## config.mk

```make
export PLATFORM = sky130hd
export DESIGN_NAME = dma_loader_flat
export DESIGN_NICKNAME = d
export VERILOG_FILES = /design/src/rtl/dma_loader_if.sv /design/src/rtl/dma_loader.sv /design/src/flat_wrapper.sv
export SDC_FILE = /design/constraint.sdc
export NUM_CORES = 1
export LEC_CHECK = 0
export CAP_MARGIN = 20
export CORE_AREA = 2 2 92 94
export CTS_CLUSTER_DIAMETER = 120
export DETAILED_ROUTE_END_ITERATION = 12
export DIE_AREA = 0 0 94 96
export PLACE_DENSITY = 0.77
export SLEW_MARGIN = 20
export SYNTH_ARGS = -nofsm -noshare
export SYNTH_HDL_FRONTEND = slang
export SYNTH_SLANG_ARGS = --single-unit
```

## constraint.sdc

```tcl
create_clock -name clk -period 2.7 [get_ports clk]
set_clock_uncertainty 0.2 [all_clocks]
set_input_delay 0.54 -clock clk [delete_from_list [all_inputs] [get_ports clk]]
set_output_delay 0.54 -clock clk [all_outputs]
set_load 0.01 [all_outputs]
```

## src/rtl/dma_loader_if.sv

```systemverilog
// dma_loader_if: burst-load control, upstream byte stream and memory write bus.
//   master : the side that issues bursts and supplies bytes (the bench or the system)
//   slave  : the loader itself
//   start/abort/base_addr/length      burst control
//   in_data/in_valid/in_ready         upstream byte handshake
//   address/data/write_signal         registered memory write port
//   read_signal                       memory read strobe, tied low
//   busy/done/checksum                status
interface dma_loader_if #(
  parameter int ADDR_W = 16,
  parameter int DATA_W = 8
);
  logic              start;
  logic              abort;
  logic [ADDR_W-1:0] base_addr;
  logic [15:0]       length;
  logic [DATA_W-1:0] in_data;
  logic              in_valid;
  logic              in_ready;
  logic [ADDR_W-1:0] address;
  logic [DATA_W-1:0] data;
  logic              write_signal;
  logic              read_signal;
  logic              busy;
  logic              done;
  logic [15:0]       checksum;

  modport master (
    output start, abort, base_addr, length, in_data, in_valid,
    input  in_ready, address, data, write_signal, read_signal, busy, done, checksum
  );

  modport slave (
    input  start, abort, base_addr, length, in_data, in_valid,
    output in_ready, address, data, write_signal, read_signal, busy, done, checksum
  );
endinterface

```

## src/rtl/dma_loader.sv

```systemverilog
// dma_loader: copies a burst of bytes from an upstream valid/ready stream into
// memory, starting at base_addr and writing one byte per accepted transfer.
// The running 16-bit checksum of accepted bytes is reported on completion.
//   clk    : single clock, rising edge
//   reset  : synchronous, active-high
//   bus    : dma_loader_if.slave (control, upstream stream, memory write port, status)
module dma_loader #(
  parameter int ADDR_W = 16,
  parameter int DATA_W = 8
) (
  input  logic         clk,
  input  logic         reset,
  dma_loader_if.slave  bus
);

  typedef enum logic [1:0] {
    IDLE = 2'd0,
    LOAD = 2'd1,
    DONE = 2'd2
  } state_t;

  // Memory is 32 KiB: bit 15 of an incremented pointer is always cleared, so
  // 0x7FFF rolls over to 0x0000.
  localparam logic [ADDR_W-1:0] PTR_MASK = ~(ADDR_W'(1) << 15);

  state_t            state;
  state_t            state_nxt;
  logic [ADDR_W-1:0] pointer;
  logic [15:0]       remaining;
  logic              accept;

  logic [ADDR_W-1:0] addr_p1;
  logic [DATA_W-1:0] data_p1;
  logic              vld_p1;
  logic              done_p1;
  logic [15:0]       cks_p1;

  function automatic logic [ADDR_W-1:0] ptr_inc(input logic [ADDR_W-1:0] p);
    ptr_inc = (p + ADDR_W'(1)) & PTR_MASK;
  endfunction

  function automatic logic [15:0] cks_add(input logic [15:0] s, input logic [DATA_W-1:0] b);
    cks_add = s + 16'(b);
  endfunction

  // Reset is folded in so no byte is offered during a reset cycle.
  assign bus.in_ready = (state == LOAD) && !bus.abort && !reset;
  assign accept       = bus.in_ready && bus.in_valid;

  always_ff @(posedge clk) begin
    if (reset) state <= IDLE;
    else       state <= state_nxt;
  end

  always_comb begin
    state_nxt = state;
    case (state)
      IDLE: begin
        if (bus.start) state_nxt = (bus.length == 16'd0) ? DONE : LOAD;
      end
      LOAD: begin
        if (bus.abort)                                state_nxt = IDLE;
        else if (accept && (remaining == 16'd1))      state_nxt = DONE;
      end
      DONE:    state_nxt = IDLE;
      default: state_nxt = IDLE;
    endcase
  end

  // Stage p0 -> p1: accepted byte becomes a registered memory write.
  always_ff @(posedge clk) begin
    if (reset) begin
      pointer   <= '0;
      remaining <= '0;
      addr_p1   <= '0;
      data_p1   <= '0;
      vld_p1    <= 1'b0;
      done_p1   <= 1'b0;
      cks_p1    <= '0;
    end else begin
      vld_p1  <= accept;
      // An abort in DONE suppresses the completion pulse.
      done_p1 <= (state == DONE) && !bus.abort;
      if ((state == IDLE) && bus.start) begin
        cks_p1 <= '0;
        if (bus.length != 16'd0) begin
          pointer   <= bus.base_addr;
          remaining <= bus.length;
        end
      end
      if (accept) begin
        addr_p1   <= pointer;
        data_p1   <= bus.in_data;
        cks_p1    <= cks_add(cks_p1, bus.in_data);
        pointer   <= ptr_inc(pointer);
        remaining <= remaining - 16'd1;
      end
    end
  end

  assign bus.address      = addr_p1;
  assign bus.data         = data_p1;
  assign bus.write_signal = vld_p1;
  assign bus.read_signal  = 1'b0;
  assign bus.done         = done_p1;
  assign bus.checksum     = cks_p1;
  assign bus.busy         = (state != IDLE);

endmodule

```

## src/flat_wrapper.sv

```systemverilog
// flat-port wrapper written by rule: the top's interface ports become plain ports
module dma_loader_flat 
#(
  parameter int ADDR_W = 16,
  parameter int DATA_W = 8
)
  (clk, reset, bus_start, bus_abort, bus_base_addr, bus_length, bus_in_data, bus_in_valid, bus_in_ready, bus_address, bus_data, bus_write_signal, bus_read_signal, bus_busy, bus_done, bus_checksum);
  dma_loader_if #(.ADDR_W(ADDR_W), .DATA_W(DATA_W)) bus_i ();
  input  logic clk;
  input  logic reset;
  input wire logic [$bits(bus_i.start)-1:0] bus_start;
  input wire logic [$bits(bus_i.abort)-1:0] bus_abort;
  input wire logic [$bits(bus_i.base_addr)-1:0] bus_base_addr;
  input wire logic [$bits(bus_i.length)-1:0] bus_length;
  input wire logic [$bits(bus_i.in_data)-1:0] bus_in_data;
  input wire logic [$bits(bus_i.in_valid)-1:0] bus_in_valid;
  output wire logic [$bits(bus_i.in_ready)-1:0] bus_in_ready;
  output wire logic [$bits(bus_i.address)-1:0] bus_address;
  output wire logic [$bits(bus_i.data)-1:0] bus_data;
  output wire logic [$bits(bus_i.write_signal)-1:0] bus_write_signal;
  output wire logic [$bits(bus_i.read_signal)-1:0] bus_read_signal;
  output wire logic [$bits(bus_i.busy)-1:0] bus_busy;
  output wire logic [$bits(bus_i.done)-1:0] bus_done;
  output wire logic [$bits(bus_i.checksum)-1:0] bus_checksum;
  assign bus_i.start = bus_start;
  assign bus_i.abort = bus_abort;
  assign bus_i.base_addr = bus_base_addr;
  assign bus_i.length = bus_length;
  assign bus_i.in_data = bus_in_data;
  assign bus_i.in_valid = bus_in_valid;
  assign bus_in_ready = bus_i.in_ready;
  assign bus_address = bus_i.address;
  assign bus_data = bus_i.data;
  assign bus_write_signal = bus_i.write_signal;
  assign bus_read_signal = bus_i.read_signal;
  assign bus_busy = bus_i.busy;
  assign bus_done = bus_i.done;
  assign bus_checksum = bus_i.checksum;
  dma_loader #(.ADDR_W(ADDR_W), .DATA_W(DATA_W)) u_core (.clk(clk), .reset(reset), .bus(bus_i));
endmodule
```

======== Word-level counts from Yosys, hierarchy flattened ========
Cells that the tools add are included.
W data, S select, Z words.
word-level totals
  flip-flop bits (word level) ............. 76
  input port bits ......................... 45
  word-level logic and storage cells ...... 48
cells by class
  $add $sub $neg .......................... 3
  eq/ne operators ......................... 5
  muxes and demuxes ....................... 13
  reductions and logical operators ........ 18
operators by type and width
  kind                     number
  $mux W16                 5
  $mux W15                 3
  $add A16 B8 Y16          1
  $eq A16 B1 Y1 const B    1
  $logic_not A16 Y1        1
  $reduce_bool A16 Y1      1
  $sub A16 B1 Y16 const B  1
  $add A15 B1 Y15 const B  1
  $mux W2                  4
  $logic_and A1 B1 Y1      6
  $reduce_and A2 Y1        3
  $reduce_bool A2 Y1       3
  $pmux W2 S2              1
  $ne A3 B3 Y1 const B     1
  $eq A2 B1 Y1 const B     1
  $eq A2 B2 Y1 const B     1
  $logic_not A1 Y1         2
  $logic_not A2 Y1         1
  $ne A2 B2 Y1 const B     1
  $reduce_or A2 Y1         1

======== Depth between registers and ports, before layout ========
Gate-level depths: netlist of run 1.
  depth in word-level cells ............... 8
  mapped depth ............................ 9
  mapped depth without buffers ............ 8

======== Worst setup path after synthesis of run 1 ========
No wires, ideal clock.
  path type ............................... input -> register
  start ................................... input bus_in_data[0]
  end ..................................... register u_core.cks_p1[12], in the netlist u_core.bus.checksum[12]
  arrival time ............................ 1.929 ns
  path slack .............................. 0.446 ns
  stages .................................. 8
  path buffers ............................ 0
  cells stage by stage .................... ha_1 > inv_1 > fa_1 > nor2b_1 > o2111ai_1 > a31oi_1 > nand4_1 > mux2i_1
between the ends
  longest elaborated chain between the ends .. 2
ends and longest elaborated chain
  item                  RTL line            RTL
  start, declared       flat_wrapper.sv:15  input wire logic [$bits(bus_i.in_data)-1:0] bus_in_data;
  $add A16 B8 Y16       dma_loader.sv:43    cks_add = s + 16'(b);
  $mux W16              dma_loader.sv:91    if (accept) begin
  end signal, assigned  dma_loader.sv:94    cks_p1 <= cks_add(cks_p1, bus.in_data);
  end, declared         dma_loader.sv:36    logic [15:0] cks_p1;
No other way between the ends.
A chain may end at the register's enable or synchronous reset.

======== Worst setup path in the final report of run 1 ========
Same ends and word-level chain as after synthesis.

==> impl_metrics.sql, run 1 <==
INSERT INTO impl_metrics (metric_group, metric, value, unit) VALUES
('run_status', 'run_status', 'finished clean', ''),
('worst_hold_path', 'worstHoldStart', 'u_core.pointer[15]', ''),
('floorplanning', 'dieArea', '9020', 'um^2'),
('floorplanning', 'fp-row-count', '33', ''),
('logic_synthesis', 'synth.yosys.seq_area_share', '39.5', '%'),
('sta', 'timing.final.hold_violations', '0', ''),
('drt', 'drc', '0', ''),
('place', 'buffer_ports.inserted', '88', ''),
('setup_path', 'cp.arrival', '2.58', 'ns'),
('sta', 'finalHoldWorstSlack', '0.241', 'ns'),
('logic_synthesis', 'synth_top_cells_by_area', 'sky130_fd_sc_hd__dfxtp_1 39%, sky130_fd_sc_hd__nand2_1 7.2%, sky130_fd_sc_hd__a21oi_1 5.6%, sky130_fd_sc_hd__nand3b_1 3.9%, sky130_fd_sc_hd__ha_1 3.6%', ''),
('finish', 'nets', '626', ''),
('sta', 'achievable_freq', '392', 'MHz'),
('grt', 'grtUsageTotal', '24.3', '%'),
('finish', 'final_layout_size_suffix_gt1_share', '11.1', '%'),
('drt', 'detailedRoute.firstIterationViolations', '215', ''),
('clock_tree', 'ctsHtreeMaxLevel', '3', ''),
('place', 'dpl.hpwl', '7.45', 'mm'),
('finish', 'postLayoutCoreUtil', '65.8', '%'),
('sta', 'finalMaxSlewViolations', '0', ''),
('power', 'cellLeakagePower', '2.07', 'nW'),
('logic_synthesis', 'synth_async_sr_flop_share', '0', '%'),
('grt', 'grt-ovfl-total', '0', ''),
('logic_synthesis', 'synth.top_cell.area_share', '39.5', '%'),
('setup_path', 'cp-end-kind', 'register', ''),
('floorplanning', 'boundaryPins', '90', ''),
('clock_tree', 'clock_latency', '0.35', 'ns'),
('clock_tree', 'clkSlewWorstSetupHoldPaths', '0.07', 'ns'),
('sta', 'slew_headroom', '53.5', '%'),
('logic_synthesis', 'netlist_instances', '467', ''),
('sta', 'worst_slew_pin_slew', '0.697', 'ns'),
('grt', 'global_route.usage.met1', '30.4', '%'),
('grt', 'busiest_layer', 'met2', ''),
('drt', 'routed_wire_length', '10.7', 'mm'),
('logic_synthesis', 'syn-num-nets', '524', ''),
('setup_path', 'timing.reg2reg.setup_slack', '0.45', 'ns'),
('logic_synthesis', 'netlist.top_cell.by_area', 'sky130_fd_sc_hd__dfxtp_1', ''),
('drt', 'via_count', '3932', ''),
('clock_tree', 'cts_made_buffers', '9', ''),
('sta', 'unrepaired_setup_endpoints_after_global_routing', 'false', ''),
('flow_run', 'max_cap_violations', '0', ''),
('sta', 'timing.final.crit_period', '2.55', 'ns'),
('floorplanning', 'coreArea', '8050', 'um^2'),
('power', 'ir_worst_vdd', '0.000290', 'V'),
('floorplanning', 'die-height', '96', 'um'),
('drt', 'drt_pre_antenna_iters', '5', ''),
('finish', 'antenna_cells', '0', ''),
('logic_synthesis', 'syn_avg_cell_area', '8.25', 'um^2'),
('grt', 'grt.met2_usage', '40.9', '%'),
('setup_path', 'regToRegStartpoint', 'u_core.bus.checksum[0]', ''),
('logic_synthesis', 'synth_flop_cell', 'sky130_fd_sc_hd__dfxtp_1', ''),
('setup_path', 'critical_path.startpoint_type', 'primary input', ''),
('setup_path', 'worst-setup-path-type', 'primary input to register', ''),
('logic_synthesis', 'synth_common_cells', '76 x sky130_fd_sc_hd__dfxtp_1, 74 x sky130_fd_sc_hd__nand2_1, 43 x sky130_fd_sc_hd__a21oi_1', ''),
('floorplanning', 'start_util', '47.9', '%'),
('drt', 'avgViaCountPerCell', '5.79', ''),
('setup_path', 'timing.rr.end', 'u_core.bus.checksum[12]', ''),
('logic_synthesis', 'synth.lib_cells_used.distinct', '65', ''),
('grt', 'met3_usage', '7.83', '%'),
('logic_synthesis', 'yosys.cell_count.top_type', 'sky130_fd_sc_hd__dfxtp_1', ''),
('clock_tree', 'clock_sink_count', '76', ''),
('grt', 'vias_in_the_first_global_route', '3750', ''),
('drt', 'route.antenna.remaining_nets', '0', ''),
('clock_tree', 'cts_hold_repair.buffers', '0', ''),
('place', 'globalplace.congestion', '0.891', ''),
('logic_synthesis', 'synth-warning-count', '0', ''),
('setup_path', 'worstPathMaxFanout', '4', ''),
('grt', 'grt_first_pass_wirelength', '17.5', 'mm'),
('grt', 'number_of_antenna_violations_at_the_first_check_in_global_routing', '0', ''),
('clock_tree', 'cts_tree', 'yes', ''),
('sta', 'setup_ws', '0.147', 'ns');
==> state kept, by name, indices dropped and copies added (netlist names) <==
signal and cells:
u_core.pointer 16, u_core.bus.write_signal 1, u_core.remaining 16, u_core.bus.checksum 16, u_core.bus.data 8, u_core.bus.done 1, u_core.bus.address 16, u_core.state 2
==> final cells by class <==
type / instances / area (um^2)
clock buffer: 12 / 155
clock inverter: 4 / 95.1
fill: 706 / 2760
inverter: 9 / 33.8
multi-input combinational: 352 / 2170
sequential: 76 / 1520
tap: 105 / 131
timing repair buffer: 121 / 1190
==> placed cells by master, fill, tap and decap left out, drive strengths merged, types with 4 or more instances in the layout <==
master	instances
nor3	13
a21oi	43
inv	9
nor4	12
a31oi	13
ha	11
nand4	9
nand2	74
dfxtp	76
o311ai	4
clkdlybuf4s50	86
and4	4
mux2i	9
and3	8
o211ai	8
nand3	20
or2	5
o21ai	15
nor2	21
clkbuf	12
or3	6
buf	34
nand3b	20
a211oi	4
==> report_power, final <==
group	leakage, nW	internal (mW)	switching (mW)
clock	0.127	0.664	0.418
combinational	1.33	0.191	0.178
sequential	0.619	1.16	0.0479
total	2.07	2.02	0.645
==> worst max-delay path: stages <==
cell                              delay (ns)
sky130_fd_sc_hd__clkdlybuf4s50_1        0.48
sky130_fd_sc_hd__ha_1                   0.17
sky130_fd_sc_hd__inv_1                  0.06
sky130_fd_sc_hd__fa_1                   0.40
sky130_fd_sc_hd__nor2b_1                0.18
sky130_fd_sc_hd__o2111ai_1              0.18
sky130_fd_sc_hd__a31oi_1                0.18
sky130_fd_sc_hd__buf_4                  0.15
sky130_fd_sc_hd__nand4_1                0.10
sky130_fd_sc_hd__mux2i_1                0.14
==> worst max-delay path by stage <==
stage,end,slack [ns],cells past startpoint
floorplan,u_core.bus.checksum[12],0.45,8
global placement,u_core.bus.checksum[12],-0.14,10
detailed placement,u_core.bus.checksum[12],-0.18,10
CTS,bus_in_ready,0.08,3
global route,u_core.bus.checksum[12],0.01,10
finish,u_core.bus.checksum[12],0.15,10
==> layer usage <==
metal  vias to the layer above  share of wire (%)
li1                       1932                  -
met1                      1858                 43
met2                       134                 48
met3                         8                7.8
met4                         0               0.89
met5                         -                  0
==> logic make-up after synthesis <==
| logic type | count (synthesis) | share of synthesized area [%] |
|---|---|---|
| other cells | 1 | 0.0973 |
| simple gates | 207 | 28.8 |
| buf+inv | 39 | 4.22 |
| xor+xnor | 3 | 0.682 |
| fa+ha+maj | 12 | 4.09 |
| mux | 10 | 2.63 |
| flops | 76 | 39.5 |
| compound gates | 119 | 20.0 |
==> through the flow <==
step / total power, mW / cells
2_1_floorplan: 1.43 / 467
3_3_place_gp: 1.59 / 662
3_5_place_dp: 1.60 / 662
4_1_cts: 2.67 / 679
5_1_grt: 2.76 / 679
6_report: 2.66 / 679
==> timing repair <==
item                       CTS  global route
setup endpoints to repair    1             1
gates resized for setup      0             1
setup buffers                1             0
pin swaps                    1             0
No activity file was read; power rests on OpenSTA's default activity.
==> inputs of run 2 (changes only) <==
- GPL_TIMING_DRIVEN: unset -> 0
==> run 2 against run 1 <==
Compared with the run above: count of clock-buffer cells in the layout is 2 lower; total power is 12% lower; worst setup slack worse by 0.033 ns; die area stayed put; sequential cell count stayed put; hold slack better by 0.0088 ns; final cell count is 0.29% lower; critical path depth is 1 lower; utilization is 2.7 points lower; design area is 4.1% lower; sequential power hardly changed; critical path type unchanged; critical endpoint unchanged; highest routed layer unchanged.
==> impl_metrics.sql, run 2 (synthesis gave the netlist of run 1 again) <==
INSERT INTO impl_metrics (metric_group, metric, value, unit) VALUES
('setup_path', 'biggest_cell_delay_along_the_critical_path', '0.48', 'ns'),
('floorplanning', 'start_util', '47.9', '%'),
('drt', 'drc', '0', ''),
('finish', 'postLayoutCoreUtil', '63.1', '%'),
('grt', 'number_of_antenna_violations_at_the_first_check_in_global_routing', '0', ''),
('drt', 'detailedRoute.firstIterationViolations', '288', ''),
('finish', 'layout.cells.most_common', 'sky130_fd_sc_hd__clkdlybuf4s50_1', ''),
('power', 'post-layout-total-power', '2.35', 'mW'),
('finish', 'most-common-layout-cells', '86 x sky130_fd_sc_hd__clkdlybuf4s50_1, 76 x sky130_fd_sc_hd__dfxtp_1, 74 x sky130_fd_sc_hd__nand2_1, 43 x sky130_fd_sc_hd__a21oi_1', ''),
('setup_path', 'worst-setup-path-type', 'primary input to register', ''),
('drt', 'routed_wire_length', '11.8', 'mm'),
('sta', 'slew_headroom', '49.2', '%'),
('clock_tree', 'cts_tree', 'yes', ''),
('finish', 'antenna_cells', '0', ''),
('power', 'cellLeakagePower', '1.93', 'nW'),
('grt', 'grt_start_max_net_pins', '13', ''),
('finish', 'stdcell_area', '5080', 'um^2'),
('setup_path', 'cp.arrival', '2.63', 'ns'),
('power', 'pwr_density_cell', '462', 'nW/um^2'),
('worst_hold_path', 'hold_class', 'register to register', ''),
('sta', 'setup_viol', '0', ''),
('sta', 'timing.final.hold_violations', '0', ''),
('clock_tree', 'clock_latency', '0.35', 'ns'),
('clock_tree', 'clock_sink_count', '76', ''),
('drt', 'wl_per_cell', '17.5', 'um'),
('place', 'buffer_ports.inserted', '87', ''),
('finish', 'syn_to_final_growth', '31.7', '%'),
('sta', 'worst_slew_pin_slew', '0.762', 'ns'),
('setup_path', 'cp.required', '2.74', 'ns'),
('finish', 'final_layout_size_suffix_gt1_share', '9.09', '%'),
('setup_path', 'crit_chain', 'clkdlybuf4s50_1 > ha_1 > inv_1 > fa_1 > nor2b_2 > o2111ai_1 > a31oi_2 > nand4_1 > mux2i_1', ''),
('clock_tree', 'cts_root_buffer', 'sky130_fd_sc_hd__clkbuf_8', ''),
('drt', 'route.antenna.remaining_nets', '0', ''),
('setup_path', 'cp-end-kind', 'register', ''),
('drt', 'drt_pre_antenna_iters', '6', ''),
('drt', 'via_count', '4060', ''),
('sta', 'final.setup.tns', '0', 'ns'),
('place', 'dpl.hpwl', '8.54', 'mm'),
('clock_tree', 'ctsHtreeMaxLevel', '3', ''),
('place', 'globalplace.congestion', '0.922', ''),
('sta', 'unrepaired_setup_endpoints_after_global_routing', 'false', ''),
('floorplanning', 'fp-row-count', '33', ''),
('run_status', 'run_status', 'finished clean', ''),
('setup_path', 'critPathSlowestCell', 'sky130_fd_sc_hd__clkdlybuf4s50_1', ''),
('floorplanning', 'fp.dieW', '94', 'um'),
('clock_tree', 'clockBufferDepth', '2', ''),
('setup_path', 'worstPathMaxFanout', '4', ''),
('clock_tree', 'cts_made_buffers', '9', ''),
('floorplanning', 'coreArea', '8050', 'um^2'),
('sta', 'achievable_freq', '387', 'MHz'),
('finish', 'nets', '625', ''),
('grt', 'grtUsageTotal', '26.9', '%'),
('grt', 'grt-ovfl-total', '0', ''),
('floorplanning', 'dieArea', '9020', 'um^2'),
('power', 'ir_worst_vdd', '0.000266', 'V'),
('sta', 'finalMaxSlewViolations', '0', ''),
('sta', 'post-route-period-util', '95.8', '%'),
('flow_run', 'max_cap_violations', '0', ''),
('sta', 'timing.final.crit_period', '2.59', 'ns'),
('drt', 'avgViaCountPerCell', '6.00', ''),
('clock_tree', 'cts_hold_repair.buffers', '0', ''),
('setup_path', 'critical_path.startpoint_type', 'primary input', ''),
('clock_tree', 'clkSlewWorstSetupHoldPaths', '0.08', 'ns'),
('grt', 'vias_in_the_first_global_route', '3835', ''),
('finish', 'number_of_fill_cells', '730', ''),
('place', 'post_dp_cell_area', '4860', 'um^2'),
('sta', 'finalHoldWorstSlack', '0.250', 'ns'),
('grt', 'grt_first_pass_wirelength', '18.8', 'mm'),
('floorplanning', 'die-height', '96', 'um'),
('floorplanning', 'boundaryPins', '90', '');
[run 2: cell count changes in the layout (fill, tap and decap cells not counted), sizes merged]
cell and change:
bufinv -3, dlygate4sd2 +1, buf -21, dlymetal6s2s -1
clkinv +4, clkbuf +18
[run 2: routing by layer]
layer	vias to the layer above	global-route usage, %	part of all wire [%]
met5	-	0	0
met4	0	11.1	2.4
met3	30	6.66	9.0
met2	162	44.2	46
met1	1939	33.9	42
li1	1929	-	-
[run 2: timing repair]
action,4_1_cts,5_1_grt
setup endpoints to repair,16,20
resized for setup,5,9
setup buffers,2,1
pin swaps,1,1
[run 2: final timing paths]
check	from	cells past startpoint	slack [ns]	end
setup / recovery	bus_in_data[0]	9	0.11	u_core.bus.checksum[12]
hold / removal	u_core.pointer[15]	2	0.25	u_core.bus.address[15]
setup reg to reg	u_core.state[0]	9	0.37	u_core.bus.data[7]
hold reg to reg	u_core.pointer[15]	2	0.25	u_core.bus.address[15]
[run 2: report_power, final]
part	switching [mW]	internal, mW	leakage (nW)
Sequential	0.0454	1.16	0.619
Clock	0.421	0.349	0.0917
Combinational	0.196	0.171	1.22
Total	0.663	1.68	1.93
[run 2: area by class of cell]
class                           count  area (um^2)  share of cell area [%]
Timing Repair Buffer               90          892                    17.6
Buffer                             30          138                    2.71
Sequential cell                    76         1520                    30.0
Tap cell                          105          131                    2.59
Clock inverter                      5         28.8                   0.567
Multi-Input combinational cell    352         2200                    43.2
Clock buffer                       10          138                    2.71
Inverter                            9         33.8                   0.665
[run 2: critical path, delay by kind of cell]
kind | cells | cell delay [ns]
compound gates | 2 | 0.48
fa+ha+maj | 2 | 0.62
buf+inv | 2 | 0.55
mux | 1 | 0.14
simple gates | 2 | 0.31
[run 2: through the flow]
step / std cells / setup slack [ns]
3_3_place_gp: 659 / -0.440
2_1_floorplan: 467 / 0.446
5_1_grt: 677 / 0.00152
6_report: 677 / 0.113
3_5_place_dp: 659 / -0.440
4_1_cts: 676 / 0.0272
==> inputs of run 3 (changes only) <==
- CTS_BUF_LIST: unset -> sky130_fd_sc_hd__clkbuf_2
==> run 3 against run 2 <==
Compared with the run above: global-route usage barely moved; die area did not move; sequential cell count did not move; critical path depth fell by 6; count of clock-buffer cells in the layout fell by 1; worst setup slack improved by 0.0052 ns; routed wire length fell by 0.73%; final cell count fell by 0.15%; combinational power barely moved; via count fell by 1.0%; largest power group unchanged; clock power fell by 34%; sequential power barely moved.
==> impl_metrics.sql, run 3 (synthesis gave the netlist of run 1 again) <==
INSERT INTO impl_metrics (metric_group, metric, value, unit) VALUES
('grt', 'grtUsageTotal', '26.8', '%'),
('setup_path', 'timing.critical_path.from', 'u_core.state[1]', ''),
('clock_tree', 'ctsHtreeMaxLevel', '3', ''),
('finish', 'layout.cells.most_common', 'sky130_fd_sc_hd__clkdlybuf4s50_1', ''),
('place', 'dpl.hpwl', '8.54', 'mm'),
('sta', 'achievable_freq', '387', 'MHz'),
('drt', 'wl_per_cell', '17.4', 'um'),
('worst_hold_path', 'timing.hold.worst_path_depth', '2', ''),
('place', 'globalplace.congestion', '0.922', ''),
('floorplanning', 'start_util', '47.9', '%'),
('finish', 'postLayoutCoreUtil', '61.6', '%'),
('setup_path', 'cp.buffers_inverters', '2', ''),
('drt', 'avgViaCountPerCell', '5.95', ''),
('setup_path', 'cp.required', '1.96', 'ns'),
('power', 'power.switching', '0.639', 'mW'),
('clock_tree', 'clockBufferDepth', '2', ''),
('finish', 'stdcell_area', '4960', 'um^2'),
('finish', 'final_cell_count_no_fill', '676', ''),
('run_status', 'run_status', 'finished clean', ''),
('place', 'place_ws', '-0.440', 'ns'),
('worst_hold_path', 'worstHoldStart', 'bus_abort', ''),
('setup_path', 'critical_path.startpoint_type', 'register', ''),
('clock_tree', 'clock_sink_count', '76', ''),
('finish', 'most-common-layout-cells', '86 x sky130_fd_sc_hd__clkdlybuf4s50_1, 74 x sky130_fd_sc_hd__nand2_1, 74 x sky130_fd_sc_hd__dfxtp_1, 43 x sky130_fd_sc_hd__a21oi_1', ''),
('grt', 'grt-ovfl-total', '0', ''),
('setup_path', 'worst_path_dominant_cell_family', 'buffers and inverters', ''),
('floorplanning', 'fp-row-count', '33', ''),
('clock_tree', 'clock_latency', '0.52', 'ns'),
('power', 'cellLeakagePower', '1.89', 'nW'),
('sta', 'finalMaxSlewViolations', '0', ''),
('sta', 'timing.final.hold_violations', '0', ''),
('grt', 'grt_first_pass_wirelength', '18.8', 'mm'),
('clock_tree', 'cts_hold_repair.buffers', '0', ''),
('drt', 'routed_wire_length', '11.8', 'mm'),
('power', 'swShare', '30.6', '%'),
('setup_path', 'critPathSlowestCell', 'sky130_fd_sc_hd__clkdlybuf4s50_1', ''),
('power', 'ir_worst_vdd', '0.000205', 'V'),
('clock_tree', 'cts_tree', 'yes', ''),
('drt', 'via_count', '4019', ''),
('grt', 'vias_in_the_first_global_route', '3851', ''),
('sta', 'timing.final.crit_period', '2.58', 'ns'),
('setup_path', 'cp.arrival', '1.84', 'ns'),
('setup_path', 'timing.reg2reg.setup_slack', '0.27', 'ns'),
('place', 'placedCellCount', '659', ''),
('setup_path', 'crit_chain', 'nor4b_4 > buf_6 > clkdlybuf4s50_1', ''),
('power', 'pwr_density_cell', '420', 'nW/um^2'),
('power', 'comb_power_share', '17.4', '%'),
('setup_path', 'worst-setup-path-type', 'register to output pin', ''),
('finish', 'final_layout_size_suffix_gt1_share', '7.71', '%'),
('sta', 'slew_headroom', '51.8', '%'),
('floorplanning', 'dieArea', '9020', 'um^2'),
('drt', 'drc', '0', ''),
('finish', 'antenna_cells', '0', ''),
('drt', 'route.antenna.remaining_nets', '0', ''),
('setup_path', 'cp-end-kind', 'output pin', ''),
('grt', 'number_of_antenna_violations_at_the_first_check_in_global_routing', '0', ''),
('setup_path', 'timing.rr.end', 'u_core.bus.checksum[14]', ''),
('finish', 'syn_to_final_growth', '28.6', '%'),
('setup_path', 'biggest_cell_delay_along_the_critical_path', '0.52', 'ns'),
('worst_hold_path', 'hold_class', 'primary input to register', ''),
('sta', 'worst_slew_pin_slew', '0.722', 'ns'),
('sta', 'setup_viol', '0', ''),
('finish', 'nets', '624', ''),
('floorplanning', 'boundaryPins', '90', ''),
('floorplanning', 'fp.dieW', '94', 'um'),
('power', 'internal_power', '1.45', 'mW'),
('floorplanning', 'coreArea', '8050', 'um^2'),
('clock_tree', 'clkSlewWorstSetupHoldPaths', '0.20', 'ns'),
('power', 'p_clk_share', '24.4', '%'),
('setup_path', 'regToRegStartpoint', 'u_core.bus.checksum[0]', ''),
('floorplanning', 'die-height', '96', 'um'),
('sta', 'unrepaired_setup_endpoints_after_global_routing', 'false', ''),
('setup_path', 'worstPathMaxFanout', '4', ''),
('worst_hold_path', 'whs_endpoint', 'u_core.bus.done', ''),
('setup_path', 'ff2ff_path_depth', '8', ''),
('place', 'post_dp_cell_area', '4860', 'um^2'),
('clock_tree', 'cts_root_buffer', 'sky130_fd_sc_hd__clkbuf_2', ''),
('place', 'buffer_ports.inserted', '87', ''),
('sta', 'setup_ws', '0.118', 'ns'),
('grt', 'grt_start_max_net_pins', '13', ''),
('clock_tree', 'cts_made_buffers', '9', ''),
('drt', 'drt_pre_antenna_iters', '5', ''),
('sta', 'post-route-period-util', '95.6', '%'),
('flow_run', 'max_cap_violations', '0', ''),
('drt', 'detailedRoute.firstIterationViolations', '248', ''),
('power', 'power.share.sequential', '58.2', '%');
-- run 3: per-layer routing --
layer	up-vias	global-route usage, %	routed length (um)
met3	26	6.34	1030
met1	1908	33.6	5010
met2	162	44.4	5440
met4	0	11.4	265
li1	1923	-	-
met5	-	0	0
-- run 3: worst max path at each step --
stage / depth (start not counted) / slack, ns / end
after global placement: 7 / -0.44 / u_core.remaining[13]
final: 3 / 0.12 / bus_in_ready
after global routing: 7 / 0.005 / u_core.remaining[4]
after CTS: 3 / 0.06 / bus_in_ready
after detailed placement: 7 / -0.44 / u_core.remaining[13]
after floorplan: 8 / 0.45 / u_core.bus.checksum[12]
-- run 3: power groups by stage --
stage | registers [mW] | logic [mW] | clock network (mW)
final | 1.21 | 0.364 | 0.508
after global routing | 1.22 | 0.394 | 0.567
after global placement | 1.23 | 0.351 | 0
after floorplan | 1.23 | 0.200 | 0
after detailed placement | 1.23 | 0.356 | 0
after CTS | 1.21 | 0.359 | 0.518
-- run 3: stage by stage --
step / power, mW / TNS, ns / hold WS (ns)
6_report: 2.08 / 0 / 0.206
5_1_grt: 2.18 / 0 / 0.166
4_1_cts: 2.09 / 0 / 0.184
3_5_place_dp: 1.59 / -16.43 / 0.246
3_3_place_gp: 1.58 / -14.38 / 0.237
2_1_floorplan: 1.43 / 0 / 0.215
-- run 3: final cells by class --
type / count / area (um^2)
Buffer: 30 / 134
Clock buffer: 9 / 45.0
Clock inverter: 6 / 32.5
Fill cell: 749 / 3090
Inverter: 9 / 33.8
Multi-Input combinational cell: 352 / 2170
Sequential cell: 76 / 1520
Tap cell: 105 / 131
Timing Repair Buffer: 89 / 885
-- run 3: what timing repair did --
item                                    in CTS  in global routing
buffers inserted                             2                  0
gates resized for setup                      2                  6
endpoints found under the setup margin       1                 10
pin swaps                                    1                  0
